**config.mk**
```make
export PLATFORM = sky130hd
export DESIGN_NAME = outpkt_v2_rx
export DESIGN_NICKNAME = d
export VERILOG_FILES = /design/src/rtl/outpkt_v2_rx.sv
export SDC_FILE = /design/constraint.sdc
export NUM_CORES = 1
export LEC_CHECK = 0
export BUFFER_PORTS_ARGS = -buffer_cell sky130_fd_sc_hd__buf_2
export CORE_ASPECT_RATIO = 0.7
export CORE_MARGIN = 10
export CORE_UTILIZATION = 49
export CTS_CLUSTER_SIZE = 16
export DETAILED_ROUTE_END_ITERATION = 12
export GPL_TIMING_DRIVEN = 1
export PLACE_DENSITY = 0.72
export SYNTH_ARGS = -nofsm -noshare
export SYNTH_HDL_FRONTEND = slang
export SYNTH_SLANG_ARGS = --single-unit
```
**constraint.sdc**
```tcl
create_clock -name CLK -period 3.37 [get_ports CLK]
set_clock_uncertainty 0.2 [all_clocks]
set_input_delay 0.5055 -clock CLK [delete_from_list [all_inputs] [get_ports CLK]]
set_output_delay 0.5055 -clock CLK [all_outputs]
set_load 0.005 [all_outputs]
```
**src/rtl/outpkt_v2_rx.sv**
```systemverilog
`timescale 1ns/1ps
// ---------------------------------------------------------------------------
// outpkt_v2_rx
// Receiving end of the outpkt_v2 result-packet format. Pulls 16-bit words
// from a first-word-fall-through FIFO, checks the header fields, the length
// and both section checksums, and delivers {pkt_id, word_id, gen_id, result}
// through a one-entry output register.
//
// Packet (16-bit words, low half first):
//   header : {type,version}, 16'h0000, len[15:0], {8'h00,len[23:16]}, pkt_id
//   hcsum  : 2 words, ~sum32(header words)
//   body   : word_id, gen_id lo, gen_id hi, RESULT_LEN/2 result words
//   bcsum  : 2 words, ~sum32(body words)
//
// Ports:
//   CLK, RST_N         clock, asynchronous active-low reset
//   din, empty, rd_en  FIFO read side; a word is taken on a cycle with rd_en=1
//   pkt_id, word_id,
//   gen_id, result     held record (result byte 0 in bits [7:0])
//   out_empty          1 = no record held
//   out_rd_en          downstream takes the held record
//   err_*              sticky error flags, cleared only by reset
//   pkt_count          records delivered, wraps
//   state_dbg          current FSM state (HDR=0 HCSUM=1 BODY=2 BCSUM=3 ERROR=4)
//
// Handshake: the input side transfers a word on every clock edge where
// rd_en=1 (rd_en already includes ~empty). The output side holds a record
// while out_empty=0; the record is taken on an edge where out_rd_en=1 and
// out_empty=0. A record taken and a new one loaded on the same edge leaves
// the new record held.
// ---------------------------------------------------------------------------
module outpkt_v2_rx #(
   parameter int         RESULT_LEN  = 8,
   parameter logic [7:0] PKT_VERSION = 8'h02,
   parameter logic [7:0] PKT_TYPE    = 8'h04
) (
   input  logic                      CLK,
   input  logic                      RST_N,
   input  logic [15:0]               din,
   input  logic                      empty,
   output logic                      rd_en,
   output logic [15:0]               pkt_id,
   output logic [15:0]               word_id,
   output logic [31:0]               gen_id,
   output logic [8*RESULT_LEN-1:0]   result,
   output logic                      out_empty,
   input  logic                      out_rd_en,
   output logic                      err_version,
   output logic                      err_type,
   output logic                      err_len,
   output logic                      err_checksum,
   output logic [15:0]               pkt_count,
   output logic [2:0]                state_dbg
);

   localparam int          RW         = 8 * RESULT_LEN;
   localparam int          BODY_WORDS = 3 + RESULT_LEN / 2;
   localparam logic [15:0] HDR_LAST   = 16'd4;
   localparam logic [15:0] BODY_LAST  = 16'(BODY_WORDS - 1);
   localparam logic [23:0] EXP_LEN    = 24'(6 + RESULT_LEN);

   // The OUT step of the protocol (copy staging to output, bump count,
   // return to HDR) completes on the same edge that takes the last BCSUM
   // word, so it has no state of its own.
   typedef enum logic [2:0] {
      S_HDR   = 3'd0,
      S_HCSUM = 3'd1,
      S_BODY  = 3'd2,
      S_BCSUM = 3'd3,
      S_ERROR = 3'd4
   } state_t;

   state_t state, state_n;

   logic [15:0]   cnt;        // word index within the current section
   logic [31:0]   sum;        // running section sum
   logic [15:0]   csum_lo;    // first checksum word, held for the 32-bit compare
   logic [7:0]    ver_r;
   logic [7:0]    type_r;
   logic [23:0]   len_r;
   logic [15:0]   pkt_id_s;
   logic [15:0]   word_id_s;
   logic [31:0]   gen_id_s;
   logic [RW-1:0] result_s;

   logic stall;
   logic csum_ok;
   logic ver_ok, type_ok, len_ok;
   logic hcsum_done, bcsum_done, load;

   assign state_dbg = state;

   // ---------------- next state / outputs ----------------
   always_comb begin
      state_n    = state;
      rd_en      = 1'b0;
      // Final checksum word is held back while an untaken record occupies
      // the output register; header and body may still flow.
      stall      = (state == S_BCSUM) && (cnt == 16'd1) && !out_empty && !out_rd_en;
      csum_ok    = ({din, csum_lo} == ~sum);
      ver_ok     = (ver_r == PKT_VERSION);
      type_ok    = (type_r == PKT_TYPE);
      len_ok     = (len_r == EXP_LEN);
      hcsum_done = 1'b0;
      bcsum_done = 1'b0;
      load       = 1'b0;

      case (state)
         S_HDR, S_HCSUM, S_BODY, S_BCSUM: rd_en = ~empty & ~stall;
         default:                         rd_en = 1'b0;
      endcase

      hcsum_done = rd_en && (state == S_HCSUM) && (cnt == 16'd1);
      bcsum_done = rd_en && (state == S_BCSUM) && (cnt == 16'd1);
      load       = bcsum_done && csum_ok;

      case (state)
         S_HDR:   if (rd_en && cnt == HDR_LAST) state_n = S_HCSUM;
         S_HCSUM: if (hcsum_done)
                     state_n = (csum_ok && ver_ok && type_ok && len_ok) ? S_BODY : S_ERROR;
         S_BODY:  if (rd_en && cnt == BODY_LAST) state_n = S_BCSUM;
         S_BCSUM: if (bcsum_done) state_n = csum_ok ? S_HDR : S_ERROR;
         S_ERROR: state_n = S_ERROR;
         default: state_n = S_ERROR;
      endcase
   end

   always_ff @(posedge CLK or negedge RST_N) begin
      if (!RST_N) state <= S_HDR;
      else        state <= state_n;
   end

   // ---------------- receive datapath ----------------
   always_ff @(posedge CLK or negedge RST_N) begin
      if (!RST_N) begin
         cnt          <= '0;
         sum          <= '0;
         csum_lo      <= '0;
         ver_r        <= '0;
         type_r       <= '0;
         len_r        <= '0;
         pkt_id_s     <= '0;
         word_id_s    <= '0;
         gen_id_s     <= '0;
         result_s     <= '0;
         err_version  <= 1'b0;
         err_type     <= 1'b0;
         err_len      <= 1'b0;
         err_checksum <= 1'b0;
      end else if (rd_en) begin
         case (state)
            S_HDR: begin
               sum <= sum + {16'h0000, din};
               case (cnt)
                  16'd0:   {type_r, ver_r} <= din;
                  16'd2:   len_r[15:0]     <= din;
                  16'd3:   len_r[23:16]    <= din[7:0];
                  16'd4:   pkt_id_s        <= din;
                  default: ;
               endcase
               cnt <= (cnt == HDR_LAST) ? 16'd0 : cnt + 16'd1;
            end
            S_HCSUM: begin
               if (cnt == 16'd0) begin
                  csum_lo <= din;
                  cnt     <= 16'd1;
               end else begin
                  cnt <= 16'd0;
                  sum <= '0;
                  if (!csum_ok) err_checksum <= 1'b1;
                  if (!ver_ok)  err_version  <= 1'b1;
                  if (!type_ok) err_type     <= 1'b1;
                  if (!len_ok)  err_len      <= 1'b1;
               end
            end
            S_BODY: begin
               sum <= sum + {16'h0000, din};
               case (cnt)
                  16'd0:   word_id_s       <= din;
                  16'd1:   gen_id_s[15:0]  <= din;
                  16'd2:   gen_id_s[31:16] <= din;
                  // Result words arrive lowest first; shifting in from the
                  // top leaves word 0 in bits [15:0] after the last one.
                  default: result_s <= RW'({din, result_s} >> 16);
               endcase
               cnt <= (cnt == BODY_LAST) ? 16'd0 : cnt + 16'd1;
            end
            S_BCSUM: begin
               if (cnt == 16'd0) begin
                  csum_lo <= din;
                  cnt     <= 16'd1;
               end else begin
                  cnt <= 16'd0;
                  sum <= '0;
                  if (!csum_ok) err_checksum <= 1'b1;
               end
            end
            default: ;
         endcase
      end
   end

   // ---------------- output register ----------------
   always_ff @(posedge CLK or negedge RST_N) begin
      if (!RST_N) begin
         out_empty <= 1'b1;
         pkt_count <= '0;
         pkt_id    <= '0;
         word_id   <= '0;
         gen_id    <= '0;
         result    <= '0;
      end else if (load) begin
         out_empty <= 1'b0;
         pkt_count <= pkt_count + 16'd1;
         pkt_id    <= pkt_id_s;
         word_id   <= word_id_s;
         gen_id    <= gen_id_s;
         result    <= result_s;
      end else if (out_rd_en && !out_empty) begin
         out_empty <= 1'b1;
      end
   end

endmodule

```
==> metrics.cfg <==
[layout]
fill_cells = 2790
nNetsFinal = 1754
final_util = 0.580
drive_gt1_frac = 0.278
area_delta_synth_final_pct = 16.0
layout.cells.non_filler = 2202
multi_input_area_um2 = 6780
design_area_um2 = 19600
seqCellArea_um2 = 9610

[sta]
hold_viol_final = 0
relSlewSlack = 0.402
min_period_ps = 3120
holdWs_ps = 119
rsz0062_at_grt = no
finalSetupViolations = 0
finalSetupTns_ps = 0
fmax_mhz = 320
worstMarginPinSlew_ps = 894
report.final.slew_viol_count = 0
worst_slack_ps = 247
finalCritPeriodShare = 0.927

[yosys]
synth_nets = 1575
synth_area_leaders = dfrtp_1, mux2_2, nand2_1
synthCells = 1533
synth_top_cell_by_area = dfrtp_1
synth.most_common_cell = nand2_1
yosysSeqAreaShare = 0.569
synth_flop_cell = dfrtp_1
ys_async_sr_fraction = 1.00
avgSynthCellArea_um2 = 11.0
synth_area_um2 = 16900
synth_cell_types = 74
synth-seq-cells = 384
synth_edf_count = 0
synthTopCellsByCount = nand2_1, dfrtp_1, mux2_2
yosysWarnings = 0
netlist.area_leader.share = 0.567

[clock_tree]
clock-sinks = 384
clock_latency_ps = 530
cts_tree = built
numCtsBuffers = 38
clk_pin_slew_worst_paths_ps = 60
cts.htree.levels = 2
clock_tree.buffer_depth = 3
clock-root-buffer = clkbuf_16

[setup_path]
reg2reg_slack_ps = 350
required_ps = 2660
critPathLaunchType = flop
path_class = flop to output port
crit_path_end_kind = output port
cp.arrival_ps = 2420
crit_fanout = 13

[route]
vias = 12100
drc = 0
ant_nets = 0
wirelength_mm = 43.1
first_pass_iters = 7
drt_iter0_markers = 1008
via_per_inst = 5.51
routedWlPerCell_um = 19.6

[floorplan]
die_area_um2 = 42400
fp.dieH_um = 175
io_pins = 173
die-width_um = 242
num_rows = 56
initial_core_util = 0.500
core_um2 = 33800

[global_routing]
antenna_found_initial = 2
grt_pass1_vias = 12200
grt_pass1_wl_mm = 69.7
grt_max_degree = 106
gr-usage-all-layers = 0.202
gr-total-overflow = 0

[placement]
hpwlAfterDp_mm = 29.7
post-place-ws_ps = 191
globalplace.congestion = 0.911
port_buffers = 172
placed_cells = 2135
dpl_cell_area_um2 = 18400

[pwr]
powerDensity_nw_per_um2 = 632
p_leak_nw = 10.3
p_total_mw = 12.4
vdd_ir_drop_max_mv = 0.422

[min_path]
hp-class = input port to flop

[outcome]
outcome = complete, no violations

[flow_run]
cap_violations = 0

## layout make-up
class / instances / area share
Sequential cell: 384 / 0.490
Multi-Input combinational cell: 1052 / 0.346
Timing Repair Buffer: 219 / 0.0689
Clock buffer: 52 / 0.0563
Tap cell: 464 / 0.0296
Clock inverter: 12 / 0.00536
Inverter: 17 / 0.00326
Antenna cell: 2 / 0.000255
## path summary, 6_finish.rpt
check / to / startpoint / cells past startpoint
max: rd_en / cnt[13]$_DFFE_PN0P_ / 5
min: out_empty$_DFFE_PN1P_ / out_rd_en / 3
max reg2reg: sum[28]$_DFFE_PN0P_ / sum[0]$_DFFE_PN0P_ / 9
min reg2reg: err_version$_DFFE_PN0P_ / err_version$_DFFE_PN0P_ / 1
max in group asynchronous: len_r[19]$_DFFE_PN0P_ / RST_N / 3
min in group asynchronous: pkt_count[10]$_DFFE_PN0P_ / RST_N / 2
## power breakdown
group / internal [mW] / switching [mW]
Clock: 2.37 / 1.78
Combinational: 1.13 / 1.31
Sequential: 5.27 / 0.540
## metal layers
metal | routed length, µm | vias to the layer above | GRT usage
met1 | 19500 | 6117 | 0.281
met3 | 2730 | 60 | 0.0411
met5 | 0 | - | 0
met4 | 839 | 0 | 0.0515
met2 | 20000 | 354 | 0.318
li1 | - | 5594 | -
## layout by cell type (no fill, tap or decap), types with 6 or more instances in the layout
master,synthesis,layout
a31oi_1,6,6
clkbuf_8,0,10
a211oi_1,6,6
xor2_1,18,18
o21ai_0,36,36
nor3_1,8,7
clkinv_2,0,7
inv_1,17,17
o211ai_1,11,11
or3_1,7,7
ha_1,21,21
xnor2_1,48,48
a21o_1,6,6
dfrtp_1,383,383
clkbuf_16,0,38
a21oi_1,21,21
o21a_1,7,7
mux2_1,14,14
and3_1,13,13
mux2_2,171,171
nand2_1,451,451
nor3_2,6,7
nand4_1,20,20
nor4_1,23,23
buf_2,45,171
nor2_1,43,43
buf_12,0,10
nand3_1,26,26
buf_4,9,36
## flip-flops by register name, summed over array words and instances, names as in the netlist, 3 cells and up
signal and count:
cnt 16, csum_lo 16, gen_id 32, gen_id_s 32, len_r 24, pkt_count 16, pkt_id 16, pkt_id_s 16
result 64, result_s 64, state_dbg 3, sum 32, type_r 8, ver_r 8, word_id 16, word_id_s 16
## timing repair
action	4_1_cts	5_1_grt
gates resized for setup	0	0
setup endpoints to repair	0	0
buffers inserted	0	0
hold buffers	1	0
hold endpoints to repair	93	0
## worst max-delay path, cell delays in order, from the launching register on
cell and delay [ps]:
dfrtp_1 430, nor4_2 390, and4_1 510, a41oi_4 190, buf_4 220, buf_2 140
## kinds of logic (layout without fill, tap and decap cells)
logic type      Yosys count  after routing  share of synthesized area
flops                   384            384                      0.569
mux                     185            185                      0.123
simple gates            643            643                      0.169
buf+inv                  97            300                     0.0307
other cells               0              2                          0
compound gates          136            136                     0.0571
fa+ha+maj                22             22                     0.0167
xor+xnor                 66             66                     0.0342
Note: power is estimated with default switching activity, not from simulation.
